### src/rtl/decoder_onehot_pipe_pkg.sv
// Shared types and the pure decode function for decoder_onehot_pipe.
// Mode encoding, buffer-state encoding and a width-agnostic decoder live here.
package dec_pkg;

    localparam int DEC_MAX_W = 1024;

    typedef enum logic [1:0] {
        DEC_ONEHOT   = 2'b00,
        DEC_THERM    = 2'b01,
        DEC_ONEHOT_N = 2'b10,
        DEC_RSVD     = 2'b11
    } dec_mode_t;

    typedef enum logic [1:0] {
        ST_EMPTY = 2'b00,
        ST_ONE   = 2'b01,
        ST_FULL  = 2'b10
    } buf_state_t;

    // Returns the widest possible vector; callers truncate to their own OUT_W.
    function automatic logic [DEC_MAX_W-1:0] dec_decode(
        input logic [9:0] code,
        input logic [1:0] mode,
        input int         out_w
    );
        logic [DEC_MAX_W-1:0] vec;
        vec = '0;
        for (int k = 0; k < DEC_MAX_W; k++) begin
            case (mode)
                DEC_ONEHOT:   vec[k] = (k == int'(code));
                DEC_THERM:    vec[k] = (k <= int'(code));
                DEC_ONEHOT_N: vec[k] = (k != int'(code));
                default:      vec[k] = 1'b0;
            endcase
        end
        if (int'(code) >= out_w) begin
            vec = (mode == DEC_ONEHOT_N) ? '1 : '0;
        end
        return vec;
    endfunction

endpackage

### src/rtl/decoder_onehot_pipe_if.sv
// Producer/consumer bundle for decoder_onehot_pipe; the block sits on the slave modport.
interface decoder_onehot_pipe_if #(
    parameter int IN_W  = 6,
    parameter int OUT_W = 64,
    parameter int CNT_W = 16
);
    logic             in_valid;
    logic             in_ready;
    logic [IN_W-1:0]  in_code;
    logic [1:0]       in_mode;
    logic             out_valid;
    logic             out_ready;
    logic [OUT_W-1:0] out_vec;
    logic [IN_W-1:0]  out_code;
    logic [CNT_W-1:0] xfer_cnt;
    logic             err_clr;
    logic             err_oor;

    modport master (
        output in_valid, in_code, in_mode, out_ready, err_clr,
        input  in_ready, out_valid, out_vec, out_code, xfer_cnt, err_oor
    );

    modport slave (
        input  in_valid, in_code, in_mode, out_ready, err_clr,
        output in_ready, out_valid, out_vec, out_code, xfer_cnt, err_oor
    );
endinterface

### src/rtl/dec_skid_buf.sv
// Generic two-entry valid/ready skid buffer: output register plus one skid register.
// in_ready is registered, so out_ready never reaches in_ready combinationally.
module dec_skid_buf
    import dec_pkg::*;
#(
    parameter int W = 8
) (
    input  logic         clk,
    input  logic         rst_n,
    input  logic         in_valid,
    output logic         in_ready,
    input  logic [W-1:0] in_data,
    output logic         out_valid,
    input  logic         out_ready,
    output logic [W-1:0] out_data
);

    buf_state_t   state_reg;
    logic [W-1:0] out_data_reg;
    logic [W-1:0] skid_reg;
    logic         in_ready_reg;
    logic         out_valid_reg;
    logic         in_xfer;
    logic         out_xfer;

    assign in_xfer   = in_valid & in_ready_reg;
    assign out_xfer  = out_valid_reg & out_ready;
    assign in_ready  = in_ready_reg;
    assign out_valid = out_valid_reg;
    assign out_data  = out_data_reg;

    always_ff @(posedge clk or negedge rst_n) begin
        if (!rst_n) begin
            state_reg     <= ST_EMPTY;
            in_ready_reg  <= 1'b1;
            out_valid_reg <= 1'b0;
            out_data_reg  <= '0;
            skid_reg      <= '0;
        end else begin
            case (state_reg)
                ST_EMPTY: begin
                    if (in_xfer) begin
                        out_data_reg  <= in_data;
                        out_valid_reg <= 1'b1;
                        state_reg     <= ST_ONE;
                    end
                end
                ST_ONE: begin
                    if (in_xfer && !out_xfer) begin
                        skid_reg     <= in_data;
                        in_ready_reg <= 1'b0;
                        state_reg    <= ST_FULL;
                    end else if (in_xfer && out_xfer) begin
                        out_data_reg <= in_data;
                    end else if (out_xfer) begin
                        out_valid_reg <= 1'b0;
                        state_reg     <= ST_EMPTY;
                    end
                end
                ST_FULL: begin
                    // Oldest entry leaves; the skid entry becomes the head.
                    if (out_xfer) begin
                        out_data_reg <= skid_reg;
                        in_ready_reg <= 1'b1;
                        state_reg    <= ST_ONE;
                    end
                end
                default: begin
                    in_ready_reg  <= 1'b1;
                    out_valid_reg <= 1'b0;
                    state_reg     <= ST_EMPTY;
                end
            endcase
        end
    end

endmodule

### src/rtl/decoder_onehot_pipe.sv
// Pipelined binary-to-vector decoder with skid-buffered output and transfer counter.
// Define DEC_OOR_ERR_EN to enable the sticky out-of-range flag err_oor.
module decoder_onehot_pipe
    import dec_pkg::*;
#(
    parameter int IN_W  = 6,
    parameter int OUT_W = 64,
    parameter int CNT_W = 16
) (
    input  logic                  clk,
    input  logic                  rst_n,
    decoder_onehot_pipe_if.slave  bus
);

    localparam int PAY_W = OUT_W + IN_W;

    logic [OUT_W-1:0] dec_vec;
    logic [PAY_W-1:0] in_payload;
    logic [PAY_W-1:0] out_payload;
    logic             buf_in_ready;
    logic             buf_out_valid;
    logic [CNT_W-1:0] cnt_reg;

    assign dec_vec    = OUT_W'(dec_decode(10'(bus.in_code), bus.in_mode, OUT_W));
    assign in_payload = {dec_vec, bus.in_code};

    dec_skid_buf #(
        .W (PAY_W)
    ) u_buf (
        .clk       (clk),
        .rst_n     (rst_n),
        .in_valid  (bus.in_valid),
        .in_ready  (buf_in_ready),
        .in_data   (in_payload),
        .out_valid (buf_out_valid),
        .out_ready (bus.out_ready),
        .out_data  (out_payload)
    );

    assign bus.in_ready  = buf_in_ready;
    assign bus.out_valid = buf_out_valid;
    assign bus.out_vec   = out_payload[PAY_W-1:IN_W];
    assign bus.out_code  = out_payload[IN_W-1:0];
    assign bus.xfer_cnt  = cnt_reg;

    // Natural wrap at 2^CNT_W.
    always_ff @(posedge clk or negedge rst_n) begin
        if (!rst_n) begin
            cnt_reg <= '0;
        end else if (buf_out_valid && bus.out_ready) begin
            cnt_reg <= cnt_reg + 1'b1;
        end
    end

`ifdef DEC_OOR_ERR_EN
    logic err_reg;
    logic code_oor;

    assign code_oor = (32'(bus.in_code) >= 32'(OUT_W)) || (bus.in_mode == DEC_RSVD);

    // A new error outranks a simultaneous clear.
    always_ff @(posedge clk or negedge rst_n) begin
        if (!rst_n) begin
            err_reg <= 1'b0;
        end else if (bus.in_valid && buf_in_ready && code_oor) begin
            err_reg <= 1'b1;
        end else if (bus.err_clr) begin
            err_reg <= 1'b0;
        end
    end

    assign bus.err_oor = err_reg;
`else
    logic unused_err_clr;
    assign unused_err_clr = bus.err_clr;
    assign bus.err_oor    = 1'b0;
`endif

endmodule

### src/flat_wrapper.sv
// flat-port wrapper written by rule: the top's interface ports become plain ports
module decoder_onehot_pipe_flat import dec_pkg::*;
#(
    parameter int IN_W  = 6,
    parameter int OUT_W = 64,
    parameter int CNT_W = 16
)
  (clk, rst_n, bus_in_valid, bus_in_code, bus_in_mode, bus_out_ready, bus_err_clr, bus_in_ready, bus_out_valid, bus_out_vec, bus_out_code, bus_xfer_cnt, bus_err_oor);
  decoder_onehot_pipe_if #(.IN_W(IN_W), .OUT_W(OUT_W), .CNT_W(CNT_W)) bus_i ();
  input  logic clk;
  input  logic rst_n;
  input wire logic [$bits(bus_i.in_valid)-1:0] bus_in_valid;
  input wire logic [$bits(bus_i.in_code)-1:0] bus_in_code;
  input wire logic [$bits(bus_i.in_mode)-1:0] bus_in_mode;
  input wire logic [$bits(bus_i.out_ready)-1:0] bus_out_ready;
  input wire logic [$bits(bus_i.err_clr)-1:0] bus_err_clr;
  output wire logic [$bits(bus_i.in_ready)-1:0] bus_in_ready;
  output wire logic [$bits(bus_i.out_valid)-1:0] bus_out_valid;
  output wire logic [$bits(bus_i.out_vec)-1:0] bus_out_vec;
  output wire logic [$bits(bus_i.out_code)-1:0] bus_out_code;
  output wire logic [$bits(bus_i.xfer_cnt)-1:0] bus_xfer_cnt;
  output wire logic [$bits(bus_i.err_oor)-1:0] bus_err_oor;
  assign bus_i.in_valid = bus_in_valid;
  assign bus_i.in_code = bus_in_code;
  assign bus_i.in_mode = bus_in_mode;
  assign bus_i.out_ready = bus_out_ready;
  assign bus_i.err_clr = bus_err_clr;
  assign bus_in_ready = bus_i.in_ready;
  assign bus_out_valid = bus_i.out_valid;
  assign bus_out_vec = bus_i.out_vec;
  assign bus_out_code = bus_i.out_code;
  assign bus_xfer_cnt = bus_i.xfer_cnt;
  assign bus_err_oor = bus_i.err_oor;
  decoder_onehot_pipe #(.IN_W(IN_W), .OUT_W(OUT_W), .CNT_W(CNT_W)) u_core (.clk(clk), .rst_n(rst_n), .bus(bus_i));
endmodule
### config.mk
export PLATFORM = sky130hd
export DESIGN_NAME = decoder_onehot_pipe_flat
export DESIGN_NICKNAME = d
export VERILOG_FILES = /design/src/rtl/decoder_onehot_pipe_pkg.sv /design/src/rtl/decoder_onehot_pipe_if.sv /design/src/rtl/dec_skid_buf.sv /design/src/rtl/decoder_onehot_pipe.sv /design/src/flat_wrapper.sv
export SDC_FILE = /design/constraint.sdc
export NUM_CORES = 1
export LEC_CHECK = 0
export BUFFER_PORTS_ARGS = -buffer_cell sky130_fd_sc_hd__buf_2
export CAP_MARGIN = 20
export CORE_ASPECT_RATIO = 0.5
export CORE_MARGIN = 2
export CORE_UTILIZATION = 50
export DETAILED_ROUTE_END_ITERATION = 8
export GPL_TIMING_DRIVEN = 0
export HOLD_SLACK_MARGIN = 0.12
export PLACE_DENSITY = 0.69
export SLEW_MARGIN = 20
export SYNTH_ARGS = -nofsm -noshare
export SYNTH_HDL_FRONTEND = slang
export SYNTH_SLANG_ARGS = --single-unit
### constraint.sdc
create_clock -name clk -period 3.3 [get_ports clk]
set_clock_uncertainty 0.2 [all_clocks]
set_input_delay 0.33 -clock clk [delete_from_list [all_inputs] [get_ports clk]]
set_output_delay 0.33 -clock clk [all_outputs]
set_load 0.03 [all_outputs]
# Yosys cells after proc, flatten, opt, wreduce, memory -nomap -nowiden
# Cells that the tools add are included.
# Widths: inputs -> output; s select.
classes:
  bitwise_logic: 4
  magnitude_cmp: 63
  n_eq_ne: 139
  n_addsub: 1
  muxes: 83
  n_reduce_logical: 14
op_table:
  columns: ["operator", "count"]
  rows:
  - ["$mux 70", 4]
  - ["$pmux 70 s3", 1]
  - ["$pmux 1 s3", 66]
  - ["$eq 6x6->1 const A", 32]
  - ["$le 6x6->1 const A", 32]
  - ["$ne 6x6->1 const A", 32]
  - ["$eq 5x6->1 const A", 16]
  - ["$le 5x6->1 const A", 16]
  - ["$ne 5x6->1 const A", 16]
  - ["$eq 4x6->1 const A", 8]
  - ["$le 4x6->1 const A", 8]
  - ["$ne 4x6->1 const A", 8]
  - ["$eq 3x6->1 const A", 4]
  - ["$le 3x6->1 const A", 4]
  - ["$ne 3x6->1 const A", 4]
  - ["$add 16x1->16 const B", 1]
  - ["$ne 2x2->1 const B", 7]
  - ["$eq 2x6->1 const A", 2]
  - ["$le 2x6->1 const A", 2]
  - ["$ne 2x6->1 const A", 2]
  - ["$mux 2", 5]
  - ["$reduce_and 5->1", 2]
  - ["$eq 1x6->1 const A", 1]
  - ["$le 1x6->1 const A", 1]
  - ["other kinds (17)", 30]
totals:
  in_bits: 13
  word_cells: 310
  output_inout_bits: 89
  reg_bits: 160

# Depth between registers and ports, before layout
depth:
  ltp_word: 5
  depth_mapped: 8
  ltp_nobuf: 5

# Modules after synthesis
# From an unflattened synthesis, not the netlist that was laid out.
hier_totals:
  hier_cells: 808
  hier_area_um2: 9082.5
by_module_without_submodules:
  columns: ["module", "cells_each", "seq_area_each_um2", "area_each_um2", "instances"]
  rows:
  - ["dec_skid_buf", 396, 3604.7, 6389.9, 1]
  - ["decoder_onehot_pipe", 412, 400.4, 2692.6, 1]

# Worst setup path before layout
# Ideal clock, no wire load.
synth_timing:
  path_kind: "reg-to-reg"
  startpoint: "register u_core.u_buf.in_ready_reg (netlist: u_core.u_buf.in_ready)"
  endpoint: "register u_core.u_buf.out_data_reg[24] (netlist: u_core.u_buf.out_data[24])"
  n_path_buf: 1
  t_required_ps: 2963
  setup_time_ps: 137
  setup_slack_ps: 1360
  t_arrival_ps: 1603
  synth_period_minus_slack_ps: 1940
  stages_incl_launch_ff: 7
  cell_sequence: "dfstp_2 -> nand2_1 -> o31a_1 -> buf_4 -> or3_1 -> o21ai_0 -> a21oi_1"
synth_between:
  elab_chain_len: 4
  elab_cells_between_ends: 7
  classes_between: "3 x eq/ne; 1 x bitwise; 3 x reduce/logical"
synth_rtl:
  columns: ["element", "line", "source"]
  rows:
  - ["from (decl)", "dec_skid_buf.sv:21", "logic in_ready_reg;"]
  - ["from (signal assigned)", "dec_skid_buf.sv:35", "in_ready_reg <= 1'b1;"]
  - ["from (signal assigned)", "dec_skid_buf.sv:51", "in_ready_reg <= 1'b0;"]
  - ["from (signal assigned)", "dec_skid_buf.sv:64", "in_ready_reg <= 1'b1;"]
  - ["$and 1x1->1 *", "dec_skid_buf.sv:26", "assign in_xfer = in_valid & in_ready_reg;"]
  - ["$logic_and 1x1->1 (on tied branches)", "dec_skid_buf.sv:53, dec_skid_buf.sv:49", null]
  - ["$ne 2x2->1 (no source line)", null, null]
  - ["$reduce_and 5->1 (no source line) *", null, null]
  - ["to (signal assigned)", "dec_skid_buf.sv:43", "out_data_reg <= in_data;"]
  - ["to (signal assigned)", "dec_skid_buf.sv:54", "out_data_reg <= in_data;"]
  - ["to (signal assigned)", "dec_skid_buf.sv:63", "out_data_reg <= skid_reg;"]
  - ["to (decl)", "dec_skid_buf.sv:19", "logic [W-1:0] out_data_reg;"]
# Every way passes the cells marked *; elsewhere a longest branch is shown, timed or not.
# A chain may end at the register's enable or synchronous reset.

# Worst setup path after layout
layout_timing:
  startpoint: "register u_core.u_buf.in_ready_reg (netlist: u_core.u_buf.in_ready)"
  endpoint: "register u_core.u_buf.out_data_reg[17] (netlist: u_core.u_buf.out_data[17])"
# The elaborated chain is that of the path after synthesis.

==> results.md <==
* Hold slack at 0.222 ns
* Fill count at 1382
* Die Y-Extent at 96.9 um
* Worst-Skew Late Latency at 0.42 ns
* Slew Viols, Final at 0
* Area grow syn2layout at 16.8%
* Starting Density at 0.519
* Clk sinks at 160
* Routed WL at 36000 um
* Synth warn at 0
* Yosys top cell by area: dfrtp_1
* Status: completed
* Worst slew pin tran at 1.14 ns
* TritonCTS buffer count at 17
* Crit Reg-Reg Endpoint: u_core.u_buf.out_data[17]
* Ys async rst share at 1.00
* CP endpoint kind: register
* HP Class: input pin to asynchronous set/reset pin
* Clock-pin slew on the worst setup and hold paths at 0.07 ns
* Mean routed wirelength per cell at 26.6 um
* CP max-delay cell: nor3_1
* Final Hold Viols at 0
* TritonCTS clock tree: done
* Final core occ at 0.606
* Number of global-route vias before repair at 8458
* Number of routed nets with antenna violations at 0
* Max Root-Sink Buffers at 2
* Startpoint Class: register
* Share of cells above drive strength 1 at 0.190
* FF-to-FF Start: u_core.u_buf.in_ready
* Register bit total from synthesis at 160
* IO Port Bufs at 98
* Htree depth at 4
* Mapped Area at 8630 um2
* Number of vias per cell at 6.57
* Total power at 4.45 mW
* Net Count, Synth at 1006
* Max cap viols at 0
* Crit path buf inv count at 2
* Largest vdd supply drop at 0.445 mV
* Clock root buffer: clkbuf_16
* First DRT Iteration DRCs at 971
* Via count at 8892
* Post-Syn Area per Cell at 8.70 um2
* RSZ-0062 raised after global routing: false
* CP Class: register to register
* Final setup fails at 0
* I/O Pins at 102
* Period utilization at 0.915
* Register area share after synthesis at 0.464
* Total GRT Usage at 0.398
* Post-synth top area share at 0.461
* Die Width at 190 um
* DRT Pass-1 Iters at 6
* Largest net degree at the start of global routing at 102
* Reg2Reg Depth at 5
* Leak at 4.66 nW
* Critical-path maximum fanout at 10
* Power per cell area at 442 nW/um2
* N_diodes at 0
* Nets@finish at 1128
* Row count at 33
* Crit path DAT at 3.08 ns
* R2r setup slk at 0.28 ns
* Initial antenna violation count at 1
* Max frequency at 0.331 GHz
* Postcts setup bufs at 0
* Drt drc at 0
* Commonest non-fill, non-tap cells in the layout: dfrtp_1 (159), buf_2 (139), nand2_1 (119)
* Period minus WS final at 3.02 ns
* Delay-heaviest family, CP: simple AND/OR/NAND/NOR gates
* Commonest non-fill, non-tap cell in the layout: dfrtp_1
* Fin Setup TNS at 0 ns
* GP Congestion at 1.07
* Top_reg_cell synth: dfrtp_1
* DP Wirelength at 26000 um
* Max stage delay on crit path at 0.90 ns
* Mapped Cells at 992
* Core area at 16600 um2
* Post-synth EDFFs at 0
* Die footprint at 18400 um2
* Relative slew slack at 0.234
* First-pass GRT wire length at 53400 um
* Crit path cell chain: nand2_1 -> nor3_1 -> buf_2 -> clkbuf_1 -> a21oi_1
* Netlist cell types at 68
* Largest cells by area after synthesis: dfrtp_1 (46%), o21ai_0 (6.4%), a21oi_1 (5.8%)
* CP required at 3.36 ns
* Remaining Overflow, GRT at 0
[metal layers]
| metal | vias up | track usage | wire, um | part of all wire |
|---|---|---|---|---|
| met5 | - | 0.0275 | 88 | 0.0024 |
| met4 | 4 | 0.141 | 1180 | 0.033 |
| met3 | 97 | 0.141 | 4510 | 0.13 |
| met2 | 603 | 0.560 | 14700 | 0.41 |
| met1 | 4399 | 0.561 | 15500 | 0.43 |
| li1 | 3789 | - | - | - |
[worst register-to-register path, stage by stage, from the launching register on]
cell	delay, ns
dfstp_2	0.58
nand2_1	0.14
nor3_1	0.90
buf_2	0.39
clkbuf_1	0.49
a21oi_1	0.17
[power breakdown]
part           switching, mW  internal (mW)
Clock                  0.853           1.20
Sequential                 0           1.96
Combinational          0.331          0.111
[how the worst max path moves through the flow]
stage,start,to,slack (ns),depth (start not counted)
after global placement,rst_n,u_core.u_buf.out_data[37],-0.56,1
after CTS,bus_out_ready,u_core.u_buf.out_data[17],0.52,7
after floorplan,u_core.u_buf.in_ready,u_core.u_buf.out_data[24],1.36,6
after global routing,u_core.u_buf.in_ready,u_core.u_buf.out_data[66],0.32,5
final,u_core.u_buf.in_ready,u_core.u_buf.out_data[17],0.28,5
after detailed placement,u_core.u_buf.in_ready,u_core.u_buf.out_data[62],0.58,5
[synthesized netlist by cell type (all sizes together), types with 5 or more instances]
library cell	number
nor2b	12
buf	57
a21oi	100
mux2i	9
a21o	8
nand4	8
nor3	37
nand2b	10
xnor2	17
nand2	120
mux2	12
dfrtp	159
nand3	35
o211ai	6
clkbuf	42
a31oi	19
or3	25
nand4b	5
o21ai	122
o22a	5
nor2	76
a211oi	35
and2	7
[cell type report]
class | instances | area [um2] | area share
buffer | 99 | 488 | 0.0484
inverter | 4 | 15.0 | 0.00149
multi-input combinational | 729 | 4120 | 0.409
sequential | 160 | 4010 | 0.397
clock inverter | 12 | 159 | 0.0158
timing repair buffer | 103 | 568 | 0.0564
tap | 227 | 284 | 0.0282
clock buffer | 20 | 437 | 0.0433
[logic make-up after synthesis]
logic type                 after synthesis  synth area share
and+or+nand+nor                        357             0.206
AOI/OAI and AO/OA                      331             0.225
DFF                                    160             0.464
buffers and inverters                  103            0.0583
muxes                                   21            0.0261
xor gates and xnor gates                18            0.0183
adders and majority gates                1           0.00145
other                                    1          0.000434
[metrics by stage]
stage | cells | setup slack (ns) | cell area [um2]
5_1_grt | 1354 | 0.324 | 10100
2_1_floorplan | 992 | 1.36 | 8630
3_3_place_gp | 1317 | -0.561 | 9410
3_5_place_dp | 1318 | 0.576 | 9440
4_1_cts | 1354 | 0.516 | 10100
6_report | 1354 | 0.280 | 10100
[what timing repair did]
action                    4_1_cts  5_1_grt
resized for setup               0        0
hold endpoints to repair       62        0
hold buffers                    4        0
No activity file was read; power rests on OpenSTA's default activity.
